===== src/rtl/keypad_pkg.sv =====
// keypad_pkg: shared state type, constants and column priority helper for the keypad scanner
package keypad_pkg;
    localparam int KEY_W = 4;
    localparam logic [3:0] ROW_RESET = 4'b1110;
    localparam logic [3:0] COL_IDLE = 4'hF;
    typedef enum logic [1:0] {SCAN, CONFIRM, HOLD, RELEASE} state_t;
    function automatic logic [1:0] low_col(input logic [3:0] c);
        return !c[0] ? 2'd0 : !c[1] ? 2'd1 : !c[2] ? 2'd2 : 2'd3;
    endfunction
endpackage


===== src/rtl/scan_tick_gen.sv =====
// scan_tick_gen: one-cycle tick on the last cycle of every SCAN_CNTMAX+1 clk cycles
module scan_tick_gen #(
    parameter int SCAN_CNTMAX = 49999
) (
    input  logic clk,
    input  logic rst,
    output logic tick
);
    localparam int W = $clog2(SCAN_CNTMAX + 2);
    logic [W-1:0] cnt;
    assign tick = cnt == W'(SCAN_CNTMAX);
    always_ff @(posedge clk or posedge rst)
        if (rst) cnt <= '0;
        else cnt <= tick ? '0 : cnt + 1'b1;
endmodule


===== src/rtl/keypad_scan_ctrl.sv =====
// keypad_scan_ctrl: 4x4 keypad row scanner with debounce and valid/ready output; KEY_REPEAT_EN adds auto-repeat
module keypad_scan_ctrl
    import keypad_pkg::*;
#(
    parameter int SCAN_CNTMAX = 49999,
    parameter int DEB_CNT = 20,
    parameter int REPEAT_DLY = 500,
    parameter int REPEAT_PER = 100
) (
    input  logic             clk,
    input  logic             rst,
    input  logic [3:0]       col,
    output logic [3:0]       row,
    output logic [KEY_W-1:0] key_code,
    output logic             key_valid,
    input  logic             key_ready,
    output logic             key_down,
    output logic             overrun
);
    localparam int DW = $clog2(DEB_CNT + 2);
    if (DEB_CNT < 1 || REPEAT_DLY < 1 || REPEAT_PER < 1) $error("keypad_scan_ctrl: counts must be >= 1");
    state_t state;
    logic [1:0] row_idx;
    logic [3:0] lat_col;
    logic [DW-1:0] deb_cnt;
    logic tick, idle, match, acc_hit, ev;
    logic [KEY_W-1:0] code;
    scan_tick_gen #(.SCAN_CNTMAX(SCAN_CNTMAX)) u_tick (.clk(clk), .rst(rst), .tick(tick));
    assign idle = col == COL_IDLE;
    assign match = col == lat_col;
    assign code = {row_idx, low_col(lat_col)};
    assign acc_hit = tick && state == CONFIRM && match && deb_cnt + 1'b1 == DW'(DEB_CNT);
    assign row = ~(~ROW_RESET << row_idx);
    assign key_down = state == HOLD || state == RELEASE;
    always_ff @(posedge clk or posedge rst)
        if (rst) begin
            state <= SCAN;
            row_idx <= '0;
            lat_col <= COL_IDLE;
            deb_cnt <= '0;
        end else if (tick) begin
            case (state)
                SCAN:
                    if (idle) row_idx <= row_idx + 1'b1;
                    else begin
                        lat_col <= col;
                        deb_cnt <= '0;
                        state <= CONFIRM;
                    end
                CONFIRM:
                    if (!match) begin
                        row_idx <= row_idx + 1'b1;
                        deb_cnt <= '0;
                        state <= SCAN;
                    end else if (acc_hit) begin
                        deb_cnt <= '0;
                        state <= HOLD;
                    end else deb_cnt <= deb_cnt + 1'b1;
                HOLD:
                    if (idle) begin
                        deb_cnt <= DW'(1);
                        state <= RELEASE;
                    end
                RELEASE:
                    if (!idle) begin
                        deb_cnt <= '0;
                        state <= HOLD;
                    end else if (deb_cnt + 1'b1 >= DW'(DEB_CNT)) begin
                        row_idx <= row_idx + 1'b1;
                        deb_cnt <= '0;
                        state <= SCAN;
                    end else deb_cnt <= deb_cnt + 1'b1;
                default: state <= SCAN;
            endcase
        end
`ifdef KEY_REPEAT_EN
    localparam int RW = $clog2((REPEAT_DLY > REPEAT_PER ? REPEAT_DLY : REPEAT_PER) + 1);
    logic [RW-1:0] rep_cnt;
    logic rep_run, rep_hit;
    // first repeat waits REPEAT_DLY ticks, later ones REPEAT_PER
    assign rep_hit = tick && state == HOLD && !idle &&
                     rep_cnt + 1'b1 == (rep_run ? RW'(REPEAT_PER) : RW'(REPEAT_DLY));
    always_ff @(posedge clk or posedge rst)
        if (rst) begin
            rep_cnt <= '0;
            rep_run <= 1'b0;
        end else if (tick) begin
            rep_cnt <= (state != HOLD || idle || rep_hit) ? '0 : rep_cnt + 1'b1;
            rep_run <= (state != HOLD || idle) ? 1'b0 : rep_run || rep_hit;
        end
    assign ev = acc_hit || rep_hit;
`else
    assign ev = acc_hit;
`endif
    always_ff @(posedge clk or posedge rst)
        if (rst) begin
            key_code <= '0;
            key_valid <= 1'b0;
            overrun <= 1'b0;
        end else if (ev && key_valid && !key_ready) overrun <= 1'b1;
        else if (ev) begin
            key_code <= code;
            key_valid <= 1'b1;
        end else if (key_valid && key_ready) key_valid <= 1'b0;
endmodule


===== config.mk =====
export PLATFORM = sky130hd
export DESIGN_NAME = keypad_scan_ctrl
export DESIGN_NICKNAME = d
export VERILOG_FILES = /design/src/rtl/keypad_pkg.sv /design/src/rtl/scan_tick_gen.sv /design/src/rtl/keypad_scan_ctrl.sv
export SDC_FILE = /design/constraint.sdc
export NUM_CORES = 1
export LEC_CHECK = 0
export BUFFER_PORTS_ARGS = -buffer_cell sky130_fd_sc_hd__buf_2
export CAP_MARGIN = 0
export CORE_MARGIN = 2
export CORE_UTILIZATION = 40
export DETAILED_ROUTE_END_ITERATION = 7
export GPL_TIMING_DRIVEN = 1
export REMOVE_ABC_BUFFERS = 1
export SETUP_SLACK_MARGIN = 0.4
export SYNTH_ARGS = -nofsm -noshare
export SYNTH_HDL_FRONTEND = slang
export SYNTH_HIERARCHICAL = 1
export SYNTH_SLANG_ARGS = --single-unit

===== constraint.sdc =====
create_clock -name clk -period 4.5 [get_ports clk]
set_input_delay 0.9 -clock clk [delete_from_list [all_inputs] [get_ports clk]]
set_output_delay 0.9 -clock clk [all_outputs]
set_load 0.01 [all_outputs]

* Word-level counts from Yosys, hierarchy flattened
Index checks and enable logic that the tools add are counted.
Storage, ports and cells: bits in registers 35, input bits 7, logic and storage cells 73, output and inout bits 11
Cells by class: shifts and indexed selects 1, reduce and logical (&&, ||, !) cells 17, $lt $le $gt $ge 1, bitwise operators 3, eq/ne operators 15, add/subtract/negate cells 3, muxes and demuxes 25
Operators with widths (number):
- 2-to-1 mux 5 bit | 6
- 2-to-1 mux 2 bit | 12
- case mux 5 bit (4 select lines) | 1
- adder 16 x 1 -> 16 bit (second input constant) | 1
- == test 16 bit (second input constant) | 1
- 2-to-1 mux 16 bit | 1
- inequality test 2 bit (second input constant) | 5
- case mux 2 bit (4 select lines) | 1
- logical AND 1 bit | 6
- case mux 2 bit (3 select lines) | 1
- AND reduction 3 bit | 2
- AND reduction 6 bit | 1
- adder 5 x 1 -> 5 bit (second input constant) | 1
- == test 5 bit (second input constant) | 1
- >= comparator 5 bit (second input constant) | 1
- AND reduction 5 bit | 1
- == test 2 bit (second input constant) | 2
- == test 4 bit | 1
- == test 4 bit (second input constant) | 1
- NOT 4 bit | 1
- AND reduction 2 bit | 2
- << shifter 1 x 2 -> 4 bit (first input constant) | 1
- 2-to-1 mux 1 bit | 3
- inequality test 3 x 2 -> 1 bit (second input constant) | 1
- other kinds (10) | 11

* Longest topological paths before layout
word-level depth 8, gate-level depth with buffers 8, mapped depth without buffers 7

* By module
The synthesis kept the hierarchy.
Modules (own cells, without submodules):
- keypad_scan_ctrl | instances 1, seq. area each 480.5 µm², cells each 108, area each 1182.4 µm²
- scan_tick_gen | instances 1, seq. area each 400.4 µm², cells each 68, area each 757.0 µm²

* Worst setup path after synthesis
No wires, ideal clock.
path type register -> register, start point reg u_tick.cnt[4], end point reg row_idx[1], buffers on the path 1, setup slack 1938 ps, data required time 4372 ps, setup time 128 ps, cell stages (with the launch flop) 7, arrival time 2434 ps, clock period less this slack 2562 ps, path through dfrtp_1 > or4b_4 > nor4_4 > buf_2 > o21ai_1 > a2111oi_4 > mux2_1
On the way: longest elaborated chain between the ends 2
Ends and longest elaborated chain:
- start: declaration | RTL line scan_tick_gen.sv:10 | logic [W-1:0] cnt;
- start signal: assignment | RTL line scan_tick_gen.sv:14 | else cnt <= tick ? '0 : cnt + 1'b1;
- == test 16 bit | RTL line scan_tick_gen.sv:11 | assign tick = cnt == W'(SCAN_CNTMAX);
- named net tick | RTL line keypad_scan_ctrl.sv:26 | logic tick, idle, match, acc_hit, ev;
- AND reduction 6 bit (no source line)
- end signal: assignment | RTL line keypad_scan_ctrl.sv:44 | if (idle) row_idx <= row_idx + 1'b1;
- end signal: assignment | RTL line keypad_scan_ctrl.sv:52 | row_idx <= row_idx + 1'b1;
- end signal: assignment | RTL line keypad_scan_ctrl.sv:69 | row_idx <= row_idx + 1'b1;
- end: declaration | RTL line keypad_scan_ctrl.sv:23 | logic [1:0] row_idx;
The timed path passes the listed nets, and every way through them passes these cells. A chain may end at the register's enable or synchronous reset.

* Worst setup path after layout
start point reg u_tick.cnt[4], end point reg key_code[2]
On the way: longest elaborated chain between the ends 8
Ends and longest elaborated chain:
- == test 16 bit * | RTL line scan_tick_gen.sv:11
- named net tick | RTL line keypad_scan_ctrl.sv:26
- logical AND 1 bit * (3 in series) | RTL line keypad_scan_ctrl.sv:32 | assign acc_hit = tick && state == CONFIRM && match && deb_cnt + 1'b1 == DW'(DEB_CNT);
- logical AND 1 bit (2 in series) | RTL line keypad_scan_ctrl.sv:100 | end else if (ev && key_valid && !key_ready) overrun <= 1'b1;
- NOT 1 bit (no source line)
- AND reduction 2 bit (no source line) *
- end signal: assignment | RTL line keypad_scan_ctrl.sv:102 | key_code <= code;
- end: declaration | RTL line keypad_scan_ctrl.sv:14 | output logic [KEY_W-1:0] key_code,
Mark *: on every way through the listed nets, which the timed path passes. The rest lies on a longest branch.

==> out/metrics.json <==
{
  "run_status": {
    "outcome": "finished, final reports clean"
  },
  "worst_setup_path": {
    "timing.rr.start": "u_tick/cnt[4]",
    "largest_fanout_of_any_net_on_the_critical_path": 20,
    "r2r-end": "key_code[2]",
    "setup.reg_to_reg.worst_slack_ns": 1.81,
    "critPathSlowestCell": "sky130_fd_sc_hd__or4b_4",
    "cp_slowest_stage_delay_ns": 0.55,
    "endpoint_arrival_time_on_the_critical_path_ns": 2.85,
    "worst_setup_path_endpoint": "key_code[2]",
    "timing.critical_path.to_type": "flip-flop",
    "critPathKind": "reg -> reg",
    "worst-endpoint-required_ns": 4.66,
    "setup.worst_path.start_class": "flip-flop",
    "worst-path-stages": 7,
    "critical_path_buf_inv_count": 1,
    "crit_path_start": "u_tick/cnt[4]",
    "crit_family": "simple AND/OR/NAND/NOR gates",
    "critical_path.cell_chain": "or4b_4, nor4_4, buf_4, nand3_1, and4bb_4, nor2b_4, mux2_4",
    "worstRegToRegCells": 7
  },
  "placement": {
    "detailed_place_hpwl_mm": 2.68,
    "port_buffers": 17,
    "post_dp_cell_area_mm2": 0.00207,
    "finalWeightedCongestion": 0.869,
    "dpl.cell_count": 242
  },
  "yosys": {
    "synthCells": 176,
    "synth-async-reset-ratio_pct": 100,
    "synth-edff-count": 0,
    "synth_cell_types": 51,
    "ys_seq_area_share_pct": 45.4,
    "post-synth-top-area-cell": "sky130_fd_sc_hd__dfrtp_1",
    "cell_types_with_the_largest_area_share_after_synthesis": "sky130_fd_sc_hd__dfrtp_1, sky130_fd_sc_hd__xor2_1, sky130_fd_sc_hd__dfstp_2",
    "mappedNetlistArea_mm2": 0.00194,
    "postSynthRegisterBits": 35,
    "syn-mean-instance-area_um2": 11.0,
    "post-synth-top-area-fraction_pct": 40.0,
    "synth-main-ff-cell": "sky130_fd_sc_hd__dfrtp_1",
    "synth-warning-count": 6
  },
  "drt": {
    "drt_drc_violations_left": 0,
    "totalWireLength_mm": 3.62,
    "detail-route-antenna-nets": 0,
    "firstDrtPassIters": 4,
    "wl_per_cell_um": 14.5,
    "via_per_inst": 5.51,
    "drt_iter0_markers": 121,
    "dr_total_vias": 1377
  },
  "die": {
    "std_cell_rows": 25,
    "initial_util_pct": 41.3,
    "floorplan.die.height_um": 73.6,
    "ioPinCount": 18,
    "coreArea_mm2": 0.00469,
    "die_width_um": 73.6,
    "die-area_mm2": 0.00542
  },
  "cells_and_area": {
    "final_cell_count_no_fill": 250,
    "fin_util_pct": 45.9,
    "diodes_inserted": 0,
    "final_layout_size_suffix_gt1_share_pct": 25.0,
    "area_growth_pct": 11.0,
    "nets": 209,
    "finalInstanceArea_mm2": 0.00215
  },
  "power_and_ir_drop": {
    "ir_worst_vdd_v": 0.000193,
    "power_density_of_the_placed_cells_mw_per_mm2": 254,
    "p_leak_uw": 0.00101,
    "power.total_uw": 547
  },
  "clocking": {
    "cts.reportedPaths.clkPinSlew_ns": 0.07,
    "post_cts_hold_buffer_count": 0,
    "clock_tree.root_cell": "sky130_fd_sc_hd__clkbuf_8",
    "tritoncts": "yes",
    "clock_tree_sinks": 35,
    "ctsHtreeMaxLevel": 2,
    "worst_skew_pair.late_latency_ns": 0.28,
    "cts_buffer_depth": 2,
    "cts_inserted_buffers": 5,
    "post_cts.resized_instances": 0,
    "post_cts.repair.setup_buffers": 0
  },
  "sta": {
    "final_period_minus_worst_setup_slack_ns": 2.69,
    "min_period_over_period_pct": 59.7,
    "fin_tns_setup_ns": 0,
    "rsz0062_at_grt": "no",
    "slew_violations": 0,
    "setup_viol": 0,
    "max_freq_ghz": 0.372,
    "tightest_pin_transition_ns": 0.698,
    "timing_hold_violations_final": 0,
    "fin_worst_skew_ns": 0.00952,
    "slew_headroom_pct": 53.0
  },
  "global_route": {
    "grt_first_pass_wirelength_mm": 6.21,
    "grt_usage_pct": 15.1,
    "grt_max_degree": 21,
    "antenna_found_initial": 0,
    "first_global_vias": 1338,
    "overflow": 0
  },
  "worst_hold_path": {
    "timing.hold.worst.class": "reg -> reg"
  },
  "run": {
    "maxCapViolCount": 0
  }
}
stage by stage:
step | hold WS, ns | setup WS, ns
2_1_floorplan | 0.467 | 1.75
3_3_place_gp | 0.460 | 1.92
3_5_place_dp | 0.457 | 1.82
4_1_cts | 0.484 | 1.81
5_1_grt | 0.509 | 1.69
6_report | 0.482 | 1.81
worst min-delay path by stage:
stage | to | start | cells past startpoint
floorplan | u_tick/cnt[7] | u_tick/cnt[7] | 1
global placement | overrun | overrun | 1
detailed placement | overrun | overrun | 1
CTS | overrun | overrun | 1
global route | overrun | overrun | 1
finish | overrun | overrun | 1
sequential cells by signal (all words and copies together), names as in the netlist:
name,cells
overrun,1
state,2
key_valid,1
row_idx,2
u_tick/cnt,16
lat_col,4
deb_cnt,5
key_code,4
cells in the final DEF, fill, tap and decap left out, types with 2 or more instances in the layout:
master,instances
sky130_fd_sc_hd__a21o_2,2
sky130_fd_sc_hd__a22o_1,2
sky130_fd_sc_hd__a32o_1,2
sky130_fd_sc_hd__and4_1,2
sky130_fd_sc_hd__buf_2,17
sky130_fd_sc_hd__clkbuf_8,5
sky130_fd_sc_hd__dfrtp_1,31
sky130_fd_sc_hd__dfstp_2,4
sky130_fd_sc_hd__ha_1,7
sky130_fd_sc_hd__inv_1,13
sky130_fd_sc_hd__mux2_2,4
sky130_fd_sc_hd__mux2_4,2
sky130_fd_sc_hd__mux2i_1,3
sky130_fd_sc_hd__nand2_1,8
sky130_fd_sc_hd__nand2b_1,2
sky130_fd_sc_hd__nand3_1,7
sky130_fd_sc_hd__nand3b_1,2
sky130_fd_sc_hd__nand4_1,7
sky130_fd_sc_hd__nor2_1,10
sky130_fd_sc_hd__nor2b_1,2
sky130_fd_sc_hd__nor3_1,2
sky130_fd_sc_hd__nor4_1,3
sky130_fd_sc_hd__o21ai_0,5
sky130_fd_sc_hd__o21ai_1,2
sky130_fd_sc_hd__or2_2,2
sky130_fd_sc_hd__or4bb_1,2
sky130_fd_sc_hd__xnor2_1,9
sky130_fd_sc_hd__xor2_1,13
synth_stat cells (all sizes together) (2+ instances only):
master  instances
nor4            4
nand4           7
ha              7
mux2i           3
buf             5
inv            13
a32o            2
nand2           8
nor2b           3
and4            2
xor2           13
o21ai           7
or4bb           2
a22o            2
nand3           7
nand2b          2
nand3b          2
xnor2           9
dfrtp          31
a21o            3
mux2            7
nor2           10
nor3            3
dfstp           4
or2             3
area by class of cell:
class / instances / area [um2]
flip-flops and latches: 35 / 881
inverters: 13 / 48.8
clock inverters: 2 / 12.5
clock buffers: 6 / 72.6
fillers: 445 / 2540
multi-input cells: 122 / 978
repair buffers: 18 / 92.6
well taps: 54 / 67.6
kinds of logic (layout without fill, tap and decap cells):
logic type      count (synthesis)  after routing  share of synthesized area [%]
mux                            10             10                           6.00
xor+xnor                       22             22                           9.94
buf+inv                        19             39                           4.13
flops                          35             35                           45.4
compound gates                 24             24                           10.1
fa+ha+maj                       7              7                           4.52
simple gates                   59             59                           19.9
power breakdown:
group          total [uW]  switching, uW  internal [uW]
Clock                 217            109            108
Combinational        14.7           10.5           4.19
Sequential            315          0.250            315
Total                 547            120            427
worst reg2reg max path, delay by kind of cell (launching register included):
kind	cells	cell delay, ns
DFF	1	0.43
muxes	1	0.31
buffers and inverters	1	0.27
and+or+nand+nor	5	1.54
layer usage:
metal,GRT usage (%),wire [um],vias to the layer above
li1,-,-,654
met1,20.1,1650,680
met2,23.7,1760,37
met3,4.39,156,6
met4,4.65,49,0
met5,0,0,-
Power figures use the tool's default switching activity.
